## src/rtl/fpu_addsub_if.sv

```systemverilog
// Start/ready handshake bundle for the fpu_addsub coprocessor.
// Operands and result are packed IEEE-754 words of 1+EXP_W+MAN_W bits.
interface fpu_addsub_if #(
    parameter int EXP_W = 8,
    parameter int MAN_W = 23
);
    localparam int DW = 1 + EXP_W + MAN_W;

    logic          start;
    logic          op;
    logic [DW-1:0] a;
    logic [DW-1:0] b;
    logic          ready;
    logic          done;
    logic [DW-1:0] c;
    logic [3:0]    flags;

    modport master (output start, op, a, b, input ready, done, c, flags);
    modport slave  (input start, op, a, b, output ready, done, c, flags);
endinterface

```

## src/rtl/fpu_addsub.sv

```systemverilog
// Multi-cycle IEEE-754 add/subtract with round-to-nearest-even and exception flags.
// Define FPU_DENORM_EN for subnormal support; otherwise subnormals flush to zero.
module fpu_addsub #(
    parameter int EXP_W = 8,
    parameter int MAN_W = 23
) (
    input logic         clk,
    input logic         rst,
    fpu_addsub_if.slave bus
);
    localparam int DW = 1 + EXP_W + MAN_W;
    localparam int W  = MAN_W + 5;   // {carry, hidden, fraction, G, R, S}
    localparam int EW = EXP_W + 1;   // headroom for carry past all-ones
    localparam logic [EXP_W-1:0] EMAX = '1;
    localparam logic [EW-1:0]    EMAX_W = {1'b0, EMAX};
    localparam logic [EW-1:0]    EONE = EW'(1);
    localparam logic [DW-1:0]    QNAN = {1'b0, EMAX, 1'b1, {(MAN_W-1){1'b0}}};
`ifdef FPU_DENORM_EN
    localparam bit DENORM = 1'b1;
`else
    localparam bit DENORM = 1'b0;
`endif

    typedef enum logic [2:0] {IDLE, UNPACK, ALIGN, ADD, NORM, ROUND, PACK} state_t;
    state_t state_reg, state_next;

    logic [DW-1:0] a_reg, b_reg;
    logic          op_reg;
    logic          sign_l_reg, sign_s_reg, sign_reg;
    logic [EW-1:0] exp_l_reg, exp_s_reg, exp_reg;
    logic [MAN_W:0] man_l_reg, man_s_reg;
    logic [W-1:0]  acc_l_reg, acc_s_reg, sum_reg;
    logic          bypass_reg;
    logic [DW-1:0] res_reg, c_reg;
    logic [3:0]    res_flags_reg, flags_reg;
    logic          done_reg;

    // Operand decode (valid while a_reg/b_reg hold the accepted operands)
    logic sa, sb, a_nan, b_nan, a_snan, b_snan, a_inf, b_inf, a_zero, b_zero, special, a_big;
    logic [EXP_W-1:0] ea, eb;
    logic [MAN_W-1:0] fa, fb;
    logic [EW-1:0]    a_exp, b_exp;
    logic [MAN_W:0]   a_man, b_man;
    logic [DW-1:0]    spec_res;
    logic [3:0]       spec_flags;

    always_comb begin
        sa = a_reg[DW-1];
        sb = b_reg[DW-1] ^ op_reg;
        ea = a_reg[DW-2:MAN_W];
        eb = b_reg[DW-2:MAN_W];
        fa = a_reg[MAN_W-1:0];
        fb = b_reg[MAN_W-1:0];
        a_nan  = (ea == EMAX) && (fa != '0);
        b_nan  = (eb == EMAX) && (fb != '0);
        a_snan = a_nan && !fa[MAN_W-1];
        b_snan = b_nan && !fb[MAN_W-1];
        a_inf  = (ea == EMAX) && (fa == '0);
        b_inf  = (eb == EMAX) && (fb == '0);
        a_zero = (ea == '0) && ((fa == '0) || !DENORM);
        b_zero = (eb == '0) && ((fb == '0) || !DENORM);
        a_exp  = (ea == '0) ? EONE : {1'b0, ea};
        b_exp  = (eb == '0) ? EONE : {1'b0, eb};
        a_man  = (ea != '0) ? {1'b1, fa} : (DENORM ? {1'b0, fa} : '0);
        b_man  = (eb != '0) ? {1'b1, fb} : (DENORM ? {1'b0, fb} : '0);
        a_big  = {a_exp, a_man} >= {b_exp, b_man};
        special = a_nan || b_nan || a_inf || b_inf || (a_zero && b_zero);

        spec_res   = {sa & sb, {(DW-1){1'b0}}};
        spec_flags = 4'b0000;
        if (a_nan || b_nan) begin
            spec_res   = QNAN;
            spec_flags = {a_snan || b_snan, 3'b000};
        end else if (a_inf && b_inf && (sa != sb)) begin
            spec_res   = QNAN;
            spec_flags = 4'b1000;
        end else if (a_inf) begin
            spec_res = {sa, EMAX, {MAN_W{1'b0}}};
        end else if (b_inf) begin
            spec_res = {sb, EMAX, {MAN_W{1'b0}}};
        end
    end

    // Alignment: shift the smaller mantissa right, folding lost bits into sticky
    logic [EW-1:0]  exp_diff, shamt;
    logic [2*W-1:0] wide;
    always_comb begin
        exp_diff = exp_l_reg - exp_s_reg;
        shamt    = (exp_diff > EW'(W)) ? EW'(W) : exp_diff;
        wide     = {1'b0, man_s_reg, 3'b000, {W{1'b0}}} >> shamt;
    end

    logic [W-1:0] sum_add;
    assign sum_add = (sign_l_reg == sign_s_reg) ? (acc_l_reg + acc_s_reg) : (acc_l_reg - acc_s_reg);

    logic norm_done;
    assign norm_done = sum_reg[W-1] || sum_reg[W-2] || (exp_reg == EONE);

    // Rounding and final assembly
    logic           g_bit, rs_bit, up, inexact;
    logic [MAN_W+1:0] rnd;
    logic [MAN_W:0] man_r;
    logic [EW-1:0]  exp_r;
    logic [DW-1:0]  fin_res;
    logic [3:0]     fin_flags;
    always_comb begin
        g_bit   = sum_reg[2];
        rs_bit  = sum_reg[1] | sum_reg[0];
        inexact = g_bit | rs_bit;
        up      = g_bit & (rs_bit | sum_reg[3]);
        rnd     = {1'b0, sum_reg[W-2:3]} + {{(MAN_W+1){1'b0}}, up};
        man_r   = rnd[MAN_W+1] ? rnd[MAN_W+1:1] : rnd[MAN_W:0];
        exp_r   = rnd[MAN_W+1] ? exp_reg + EONE : exp_reg;
        fin_res   = {sign_reg, exp_r[EXP_W-1:0], man_r[MAN_W-1:0]};
        fin_flags = {3'b000, inexact};
        if (exp_r >= EMAX_W) begin
            fin_res   = {sign_reg, EMAX, {MAN_W{1'b0}}};
            fin_flags = 4'b0101;
        end else if (!man_r[MAN_W]) begin
            if (DENORM) begin
                fin_res   = {sign_reg, {EXP_W{1'b0}}, man_r[MAN_W-1:0]};
                fin_flags = {2'b00, inexact, inexact};
            end else begin
                fin_res   = {sign_reg, {(DW-1){1'b0}}};
                fin_flags = 4'b0011;
            end
        end
    end

    always_ff @(posedge clk or negedge rst) begin
        if (!rst) state_reg <= IDLE;
        else      state_reg <= state_next;
    end

    // Bypassed results pass through ROUND untouched, costing one cycle before PACK
    always_comb begin
        state_next = state_reg;
        case (state_reg)
            IDLE:    if (bus.start) state_next = UNPACK;
            UNPACK:  state_next = special ? ROUND : ALIGN;
            ALIGN:   state_next = ADD;
            ADD:     state_next = (sum_add == '0) ? ROUND : NORM;
            NORM:    if (norm_done) state_next = ROUND;
            ROUND:   state_next = PACK;
            PACK:    state_next = IDLE;
            default: state_next = IDLE;
        endcase
    end

    always_ff @(posedge clk or negedge rst) begin
        if (!rst) begin
            a_reg <= '0; b_reg <= '0; op_reg <= 1'b0;
            sign_l_reg <= 1'b0; sign_s_reg <= 1'b0; sign_reg <= 1'b0;
            exp_l_reg <= '0; exp_s_reg <= '0; exp_reg <= '0;
            man_l_reg <= '0; man_s_reg <= '0;
            acc_l_reg <= '0; acc_s_reg <= '0; sum_reg <= '0;
            bypass_reg <= 1'b0; res_reg <= '0; res_flags_reg <= '0;
            c_reg <= '0; flags_reg <= '0; done_reg <= 1'b0;
        end else begin
            done_reg <= 1'b0;
            case (state_reg)
                IDLE: if (bus.start) begin
                    a_reg <= bus.a; b_reg <= bus.b; op_reg <= bus.op;
                    bypass_reg <= 1'b0;
                end
                UNPACK: begin
                    bypass_reg    <= special;
                    res_reg       <= spec_res;
                    res_flags_reg <= spec_flags;
                    sign_l_reg <= a_big ? sa : sb;
                    sign_s_reg <= a_big ? sb : sa;
                    exp_l_reg  <= a_big ? a_exp : b_exp;
                    exp_s_reg  <= a_big ? b_exp : a_exp;
                    man_l_reg  <= a_big ? a_man : b_man;
                    man_s_reg  <= a_big ? b_man : a_man;
                end
                ALIGN: begin
                    acc_l_reg <= {1'b0, man_l_reg, 3'b000};
                    acc_s_reg <= wide[2*W-1:W] | {{(W-1){1'b0}}, |wide[W-1:0]};
                end
                ADD: begin
                    sum_reg  <= sum_add;
                    exp_reg  <= exp_l_reg;
                    sign_reg <= sign_l_reg;
                    if (sum_add == '0) begin
                        bypass_reg    <= 1'b1;
                        res_reg       <= '0;
                        res_flags_reg <= '0;
                    end
                end
                NORM: begin
                    if (sum_reg[W-1]) begin
                        sum_reg <= {1'b0, sum_reg[W-1:2], sum_reg[1] | sum_reg[0]};
                        exp_reg <= exp_reg + EONE;
                    end else if (!norm_done) begin
                        sum_reg <= sum_reg << 1;
                        exp_reg <= exp_reg - EONE;
                    end
                end
                ROUND: if (!bypass_reg) begin
                    res_reg       <= fin_res;
                    res_flags_reg <= fin_flags;
                end
                PACK: begin
                    c_reg     <= res_reg;
                    flags_reg <= res_flags_reg;
                    done_reg  <= 1'b1;
                end
                default: ;
            endcase
        end
    end

    assign bus.ready = (state_reg == IDLE);
    assign bus.done  = done_reg;
    assign bus.c     = c_reg;
    assign bus.flags = flags_reg;
endmodule

```

## src/flat_wrapper.sv

```systemverilog
// flat-port wrapper written by rule: the top's interface ports become plain ports
module fpu_addsub_flat 
#(
    parameter int EXP_W = 8,
    parameter int MAN_W = 23
)
  (clk, rst, bus_start, bus_op, bus_a, bus_b, bus_ready, bus_done, bus_c, bus_flags);
  fpu_addsub_if #(.EXP_W(EXP_W), .MAN_W(MAN_W)) bus_i ();
  input logic clk;
  input logic rst;
  input wire logic [$bits(bus_i.start)-1:0] bus_start;
  input wire logic [$bits(bus_i.op)-1:0] bus_op;
  input wire logic [$bits(bus_i.a)-1:0] bus_a;
  input wire logic [$bits(bus_i.b)-1:0] bus_b;
  output wire logic [$bits(bus_i.ready)-1:0] bus_ready;
  output wire logic [$bits(bus_i.done)-1:0] bus_done;
  output wire logic [$bits(bus_i.c)-1:0] bus_c;
  output wire logic [$bits(bus_i.flags)-1:0] bus_flags;
  assign bus_i.start = bus_start;
  assign bus_i.op = bus_op;
  assign bus_i.a = bus_a;
  assign bus_i.b = bus_b;
  assign bus_ready = bus_i.ready;
  assign bus_done = bus_i.done;
  assign bus_c = bus_i.c;
  assign bus_flags = bus_i.flags;
  fpu_addsub #(.EXP_W(EXP_W), .MAN_W(MAN_W)) u_core (.clk(clk), .rst(rst), .bus(bus_i));
endmodule
```

## config.mk

```make
export PLATFORM = sky130hd
export DESIGN_NAME = fpu_addsub_flat
export DESIGN_NICKNAME = d
export VERILOG_FILES = /design/src/rtl/fpu_addsub_if.sv /design/src/rtl/fpu_addsub.sv /design/src/flat_wrapper.sv
export SDC_FILE = /design/constraint.sdc
export NUM_CORES = 1
export LEC_CHECK = 0
export ABC_AREA = 1
export CORE_ASPECT_RATIO = 1.1
export CORE_MARGIN = 10
export CORE_UTILIZATION = 30
export CTS_CLUSTER_DIAMETER = 200
export DETAILED_ROUTE_END_ITERATION = 10
export GPL_TIMING_DRIVEN = 0
export SLEW_MARGIN = 20
export SYNTH_ARGS = -nofsm -noshare
export SYNTH_HDL_FRONTEND = slang
export SYNTH_SLANG_ARGS = --single-unit
```

## constraint.sdc

```tcl
create_clock -name clk -period 5 [get_ports clk]
set_input_delay 0.75 -clock clk [delete_from_list [all_inputs] [get_ports clk]]
set_output_delay 0.75 -clock clk [all_outputs]
set_load 0.01 [all_outputs]
```

=== Word-level counts from Yosys, hierarchy flattened ===
Index checks and enable logic that the tools add are counted.
W data, S select, Z words.

* Bits in registers: 300
* Latch bits: 0
* Memory bits (writable): 0
* Memory bits (read-only): 0
* Input port bits: 68
* Word-level logic and storage cells: 137
* Memories kept: 0

* $add $sub $neg: 6
* Multipliers: 0
* Div/mod/pow operators: 0
* Order comparisons: 3
* Eq/ne operators: 16
* Shift operators: 1
* Mux-type cells: 45
* Bitwise logic cells: 7
* Reductions and logical operators: 37

{| class="wikitable"
|+ Operator list
! kind !! number
|-
| $mux W32 || 6
|-
| $mux W24 || 5
|-
| $pmux W32 S3 || 1
|-
| $mux W28 || 3
|-
| $mux W31 || 2
|-
| $pmux W28 S2 || 1
|-
| $shr A55 B9 Y56 || 1
|-
| $mux W9 || 6
|-
| $logic_not A23 Y1 || 2
|-
| $reduce_bool A23 Y1 || 2
|-
| $ge A33 B33 Y1 || 1
|-
| $add A27 B28 Y28 || 1
|-
| $logic_not A28 Y1 || 1
|-
| $or A28 B1 Y28 || 1
|-
| $reduce_or A28 Y1 || 1
|-
| $sub A27 B28 Y28 || 1
|-
| $add A24 B1 Y25 || 1
|-
| $mux W4 || 5
|-
| $pmux W3 S6 || 1
|-
| $pmux W9 S2 || 1
|-
| $eq A8 B8 Y1 const B || 2
|-
| $logic_not A8 Y1 || 2
|-
| $mux W8 || 2
|-
| $reduce_bool A8 Y1 || 2
|-
| other kinds (30) || 64
|}

=== Depth between registers and ports, before layout ===
Gate-level depths: netlist of the first run.

* Word-level depth: 9
* Mapped depth: 29
* Gate-level depth less buffers: 28

=== Worst setup path before layout of the first run ===
Ideal clock, no wire load.

* Kind: register to register
* Start point: register u_core.b_reg[29]
* End point: register u_core.man_s_reg[8]
* Library setup time: 0.130 ns
* Arrival time: 3.364 ns
* Data required time: 4.870 ns
* Setup slack: 1.505 ns
* Stages on the path, launching flop included: 18
* Clock period less this slack: 3.495 ns
* Cells stage by stage: dfrtp_1 -> inv_1 -> nand4_1 -> nor2_1 -> clkbuf_1 -> nor2_1 -> ha_1 -> inv_1 -> nor3_1 -> nor4b_1 -> nand4_1 -> or2_2 -> nand3_1 -> buf_2 -> buf_1 -> nand2_1 -> o211ai_1 -> o21ai_0

* Cells in the longest elaborated chain, start to end: 4
* Elaborated cells between the ends (all ways): 6
* Those cells by class: 1 x order compare; 3 x mux; 2 x reduce/logical

{| class="wikitable"
|+ RTL lines
! item !! line !! text
|-
| from (decl) || fpu_addsub.sv:27 || <nowiki>logic [DW-1:0] a_reg, b_reg;</nowiki>
|-
| from (signal assigned) || fpu_addsub.sv:163 || <nowiki>a_reg <= bus.a; b_reg <= bus.b; op_reg <= bus.op;</nowiki>
|-
| $reduce_bool A8 Y1 / $logic_not A8 Y1 (equally long branches) || fpu_addsub.sv:65, fpu_addsub.sv:63 ||
|-
| $mux W24 / $mux W8 (equally long branches) || fpu_addsub.sv:65, fpu_addsub.sv:63 ||
|-
| $ge A33 B33 Y1 || fpu_addsub.sv:66 || <nowiki>a_big = {a_exp, a_man} >= {b_exp, b_man};</nowiki>
|-
| $mux W24 * || fpu_addsub.sv:175 || <nowiki>man_s_reg <= a_big ? b_man : a_man;</nowiki>
|-
| to (signal assigned) || fpu_addsub.sv:175 ||
|-
| to (decl) || fpu_addsub.sv:31 || <nowiki>logic [MAN_W:0] man_l_reg, man_s_reg;</nowiki>
|}

Every way passes the cells marked *; elsewhere a longest branch is shown, timed or not.
A chain may end at the register's enable or synchronous reset.

=== Final worst setup path of the first run ===
* Start point: register u_core.a_reg[30]
* End point: register u_core.exp_l_reg[1]

* Cells in the longest elaborated chain, start to end: 4
* Elaborated cells between the ends (all ways): 6
* Those cells by class: 1 x order compare; 3 x mux; 2 x reduce/logical

{| class="wikitable"
|+ RTL lines
! item !! line !! text
|-
| from (decl) || fpu_addsub.sv:27 ||
|-
| from (signal assigned) || fpu_addsub.sv:163 ||
|-
| $reduce_bool A8 Y1 / $logic_not A8 Y1 (equally long branches) || fpu_addsub.sv:64, fpu_addsub.sv:62 ||
|-
| $mux W24 / $mux W8 (equally long branches) || fpu_addsub.sv:64, fpu_addsub.sv:62 ||
|-
| $ge A33 B33 Y1 || fpu_addsub.sv:66 ||
|-
| $mux W9 * || fpu_addsub.sv:172 || <nowiki>exp_l_reg <= a_big ? a_exp : b_exp;</nowiki>
|-
| to (signal assigned) || fpu_addsub.sv:172 ||
|-
| to (decl) || fpu_addsub.sv:30 || <nowiki>logic [EW-1:0] exp_l_reg, exp_s_reg, exp_reg;</nowiki>
|}

Marks and branches as above.

==> results.cfg, run 1 <==
[run_status]
status = finished clean

[cells_and_area]
fillers = 7051
synthToLayoutAreaGrowth_pct = 16.6
antenna_cells = 0
finalNetCount = 3096
register_area_mm2 = 0.00743
utilization_pct = 35.4
final_common_cell = nand2_1
layout-drive-gt1-share_pct = 5.86
stdcell_count = 3800
multi_input_area_mm2 = 0.0107
final_cell_mix = 769 x nand2_1, 297 x dfrtp_1, 278 x inv_1, 214 x nor2_1, 211 x nand3_1

[job]
drv_cap = 0

[die]
start_util_pct = 30.4
rows = 98
dieWidth_um = 265
io_pins = 106
die_h_um = 289
die-area_mm2 = 0.0767
coreArea_mm2 = 0.0652

[setup_path]
path_common_cell = o21ai_0
required_ps = 5420
endpoint_kind = flop
critPathArrivalTime_ps = 5130
path_cells = inv_1 > nand4_1 > nor2_2 > clkbuf_1 > nor2_1 > ha_1 > a21oi_1 > o21ai_0 > nand2_1 > o211ai_1 > a211o_1 > a221oi_1 > nand3_1 > buf_2 > clkbuf_1 > o21ai_0 > o21ai_0
crit_path_max_fanout = 10
critPathBufInv = 4
critPathKind = flop to flop
critPathTopFamily = compound AO/OA/AOI/OAI gates
max_stage_delay_ps = 520
cp-start-kind = flop
critPathSlowestCell = clkbuf_1

[yosys]
synth_ff_type = dfrtp_1
yosysWarnings = 0
synth-edff-count = 0
synth_cell_types = 63
synth_area_mm2 = 0.0198
syn_nets = 2952
synthCells = 2787
async_flop_share_pct = 100
ys_seq_area_share_pct = 37.5
ys_ff_latch = 297
synth_area_per_cell_um2 = 7.11

[global_route]
grt_pass1_vias = 18998
grt_pass1_wl_mm = 104
gr-total-overflow = 0
grt_antenna_before_repair = 0
track_usage_pct = 17.0
grt_start_max_net_pins = 101

[clocking]
cts_buffers = 34
ctsHoldBuffers = 0
post-cts-setup-buffer-count = 0
cts_tree = built
cts_buffer_depth = 3
clkTransAtPathRegs_ps = 60
clkLatencyLatePin_ps = 560
clock_sink_count = 297
h-tree-depth = 2
cts-root-buf = clkbuf_16

[route]
routed_wl_mm = 66.2
drc = 0
drtIter0Drc = 1678
detail_route.wl_per_cell_um = 17.4
drtAntennaViolNets = 0
vias = 19241
dr.pass1.iters = 6
viasPerCell = 5.06

[sta]
hold_viol = 0
hold_slack_ps = 101
finalCritPeriodShare_pct = 94.2
tightest_slew_ps = 801
max_freq_mhz = 212
skew_ps = 23.1
fin_crit_ps = 4710
maxSlewHeadroom_pct = 46.2
final_max_slew_viol_count = 0
finalSetupViolations = 0
rsz0062_at_grt = false

[placed_design]
hpwl_mm = 53.0
placedCellCount = 3745
place.gp.congestion = 0.948
port_buffers = 105

[hold_path]
hold_class = input pin to async pin
-- logic make-up (layout without fill, tap and decap cells) --
kind of cell	count (synthesis)	after routing	synth area share, %
multiplexers	17	17	0.967
AO/OA/AOI/OAI	561	561	15.9
XOR/XNOR	47	47	2.08
AND/OR/NAND/NOR	1339	1339	28.7
adder cells (fa/ha/maj)	97	97	6.20
flip-flops	297	297	37.5
buffers and inverters	429	592	8.61
-- through the flow --
| stage | setup WS, ps | setup TNS [ps] | instance area [um^2] |
|---|---|---|---|
| detailed placement | 106 | 0 | 22000 |
| CTS | 85.2 | 0 | 23100 |
| global route | 69.0 | 0 | 23100 |
| floorplan | 1510 | 0 | 19800 |
| finish | 290 | 0 | 23100 |
| global placement | -9700 | -2865980 | 21900 |
-- routing by layer --
metal,GRT usage (%),vias to the layer above,share of wire [%],wire length [um]
li1,-,9511,-,-
met1,21.3,8970,43,28800
met2,29.0,636,47,31100
met3,3.02,124,6.1,4030
met4,6.05,0,3.5,2330
met5,0,-,0,0
-- cell type report --
cell class / instances / share of cell area [%]
tap: 850 / 4.60
clock buffer: 47 / 4.25
multi-input combinational: 2061 / 46.2
inverter: 300 / 4.88
clock inverter: 8 / 0.422
timing repair buffer: 108 / 4.93
sequential: 297 / 32.2
buffer: 129 / 2.51
-- cells in the mapped netlist (5+ instances only) --
library cell  number  area (um^2)
o21a_1            12         90.1
o21ai_0          200         1000
nor4_1            21          131
a211oi_1           6         45.0
nor2_2             8         50.1
a21o_1             7         52.6
a21oi_1          184          921
nor3_1            25          125
o211ai_1          15          113
dfrtp_1          297         7430
or3_1              5         31.3
nor2_1           217          815
buf_2             21          105
nand2_2            7         43.8
a22oi_1            5         37.5
o21ai_2           11         96.3
nand4_1           43          269
o22ai_1           38          238
buf_1              6         22.5
ha_1              95         1190
nand3_1          211         1060
inv_2             16         60.1
inv_1            278         1040
o21ai_1           43          215
mux2_2            17          191
nand3_2            6         60.1
nand2_1          769         2890
clkbuf_1          91          342
o21bai_1           5         37.5
xor2_1            43          377
clkinv_1           5         18.8
o221ai_1          15          131
buf_6              7         78.8
-- path summary, 6_finish.rpt --
check	cells after the start	slack, ps	from	endpoint
max	17	290	u_core.a_reg[30]$_DFFE_PN0P_	u_core.exp_l_reg[1]$_DFFE_PN0N_
min	1	100	rst	u_core.res_reg[21]$_DFFE_PN0P_
max reg2reg	17	290	u_core.a_reg[30]$_DFFE_PN0P_	u_core.exp_l_reg[1]$_DFFE_PN0N_
min reg2reg	2	470	u_core.bus.c[8]$_DFFE_PN0P_	u_core.bus.c[8]$_DFFE_PN0P_
max in group asynchronous	3	3740	rst	u_core.man_l_reg[3]$_DFFE_PN0N_
min in group clk	2	470	u_core.bus.c[8]$_DFFE_PN0P_	u_core.bus.c[8]$_DFFE_PN0P_
-- timing repair --
action,4_1_cts,5_1_grt
resized for setup,0,6
hold endpoints to repair,0,0
endpoints found under the setup margin,0,63
Power of run 1 is left out: the tool's default activity adds up to more than one toggle a clock period on the data nets, which glitch-free logic cannot reach.
==> run 2: changes to the inputs <==
==> constraint.sdc (replaced) <==
create_clock -name clk -period 5 [get_ports clk]
set_input_delay 1 -clock clk [delete_from_list [all_inputs] [get_ports clk]]
set_output_delay 1 -clock clk [all_outputs]
set_load 0.01 [all_outputs]
==> results of run 2 <==
The final DEF is identical to that of run 1. Status: finished clean.
Among the figures that moved: hold slack 101 ps -> 351 ps
Power of run 2 is left out for the same reason.
==> run 3: changes to the inputs <==
==> constraint.sdc (replaced) <==
create_clock -name clk -period 4.7 [get_ports clk]
set_input_delay 0.94 -clock clk [delete_from_list [all_inputs] [get_ports clk]]
set_output_delay 0.94 -clock clk [all_outputs]
set_load 0.01 [all_outputs]
==> run 3 against run 2 <==
  * Register-to-register slack better by 70 ps
  * Utilization is essentially flat
  * First-iteration DRC count down 4.6%
  * Via count increased by 0.30%
  * Global-route usage about the same
  * Maximum frequency is 8.4% higher
  * Worst setup slack improved by 65 ps
  * Clock skew about the same
  * Count of clock-buffer cells in the layout unchanged
==> results.cfg, run 3 (synthesis results as in run 1) <==
[sta]
hold_viol = 0
tightest_slew_ps = 807
finalCritPeriodShare_pct = 92.4
maxSlewHeadroom_pct = 45.8
skew_ps = 23.3
fin_crit_ps = 4340
max_freq_mhz = 230
rsz0062_at_grt = false
final_max_slew_viol_count = 0
finalSetupViolations = 0

[setup_path]
critPathArrivalTime_ps = 4840
critical_path.startpoint = u_core.a_reg[30]$_DFFE_PN0P_
crit_path_max_fanout = 10
endpoint_kind = flop
required_ps = 5190
critPathKind = flop to flop
r2r-end = u_core.man_l_reg[6]$_DFFE_PN0N_
worstSetupEndpoint = u_core.man_l_reg[6]$_DFFE_PN0N_
reg2reg_from = u_core.a_reg[30]$_DFFE_PN0P_
cp-start-kind = flop
reg2reg_depth = 17
rrSetupSlack_ps = 360

[cells_and_area]
final_common_cell = nand2_1
fillers = 7053
finalNetCount = 3096
antenna_cells = 0
layout-drive-gt1-share_pct = 6.00
register_area_mm2 = 0.00743
stdcell_count = 3800
final_cell_mix = 769 x nand2_1, 297 x dfrtp_1, 278 x inv_1, 214 x nor2_1, 211 x nand3_1
utilization_pct = 35.4
synthToLayoutAreaGrowth_pct = 16.7
multi_input_area_mm2 = 0.0107

[clocking]
cts_buffers = 34
cts_tree = built
h-tree-depth = 2
clkTransAtPathRegs_ps = 60
clock_sink_count = 297
cts-root-buf = clkbuf_16
cts_buffer_depth = 3
ctsHoldBuffers = 0
clkLatencyLatePin_ps = 560

[global_route]
grt_start_max_net_pins = 101
gr-total-overflow = 0
track_usage_pct = 17.0
grt_pass1_vias = 18993
grt_pass1_wl_mm = 104
grt_antenna_before_repair = 0

[route]
viasPerCell = 5.08
dr.pass1.iters = 6
routed_wl_mm = 66.1
detail_route.wl_per_cell_um = 17.4
drtIter0Drc = 1600
drc = 0
vias = 19299
drtAntennaViolNets = 0

[placed_design]
place.gp.congestion = 0.948
hpwl_mm = 53.0
placedCellCount = 3745
port_buffers = 105

[run_status]
status = finished clean

[die]
dieWidth_um = 265
die_h_um = 289
die-area_mm2 = 0.0767
coreArea_mm2 = 0.0652
start_util_pct = 30.4
rows = 98
io_pins = 106

[job]
drv_cap = 0

[hold_path]
hold_class = input pin to async pin
run 3: changes by cell type in the layout (fill, tap and decap cells not counted):
cell / before / now
buf_2: 21 / 22
clkbuf_1: 96 / 92
nor2_4: 2 / 3
o21ai_0: 200 / 199
nor2_2: 11 / 10
o21ai_1: 43 / 44
clkbuf_2: 2 / 5
run 3: how the worst min path moves through the flow:
stage                                                    from                             endpoint
after floorplan           u_core.res_flags_reg[2]$_DFFE_PN0P_  u_core.res_flags_reg[2]$_DFFE_PN0P_
after global placement           u_core.bus.c[14]$_DFFE_PN0P_         u_core.bus.c[14]$_DFFE_PN0P_
after detailed placement  u_core.res_flags_reg[3]$_DFFE_PN0P_      u_core.bus.flags[3]$_DFFE_PN0P_
after CTS                                                 rst       u_core.res_reg[21]$_DFFE_PN0P_
after global routing                                      rst       u_core.res_reg[21]$_DFFE_PN0P_
final                                                     rst       u_core.res_reg[21]$_DFFE_PN0P_
run 3: area by class of cell:
class | count | area share [%]
Buffer | 129 | 2.53
Clock buffer | 47 | 4.24
Clock inverter | 8 | 0.422
Inverter | 300 | 4.88
Multi-Input combinational cell | 2061 | 46.2
Sequential cell | 297 | 32.2
Tap cell | 850 | 4.60
Timing Repair Buffer | 108 | 4.93
run 3: stage by stage:
stage | cell area (um^2) | hold WS, ps | setup slack (ps) | TNS, ps
CTS | 23100 | 291 | 17.4 | 0
floorplan | 19800 | 442 | 1210 | 0
finish | 23100 | 289 | 355 | 0
global placement | 21900 | 456 | -10190 | -3012610
detailed placement | 22000 | 457 | -194 | -2080
global route | 23100 | 311 | 37.4 | 0
run 3: worst max-delay path, stage by stage, from the launching register on:
cell and delay (ps):
dfrtp_1 410, inv_1 140, nand4_1 180, nor2_2 370, clkbuf_2 360, nor2_1 170, ha_1 350, a21oi_1 140
o21ai_0 90, nand2_1 70, o211ai_1 90, a211o_1 290, a221oi_1 250, nand3_1 250, clkbuf_1 300, o21ai_0 580
nand2_1 130, nand2_1 80
run 3: per-layer routing:
metal / share of wire (%) / vias to the layer above / wire (um) / track usage (%)
met5: 0 / - / 0 / 0
li1: - / 9518 / - / -
met1: 44 / 9062 / 28900 / 21.3
met2: 47 / 602 / 31100 / 29.0
met3: 5.8 / 117 / 3820 / 3.02
met4: 3.4 / 0 / 2240 / 6.05
run 3: what timing repair did:
item / 4_1_cts / 5_1_grt
pin swaps: 0 / 0
endpoints found under the setup margin: 27 / 66
setup buffers: 0 / 0
gates resized for setup: 3 / 12
Power of run 3 is left out for the same reason.
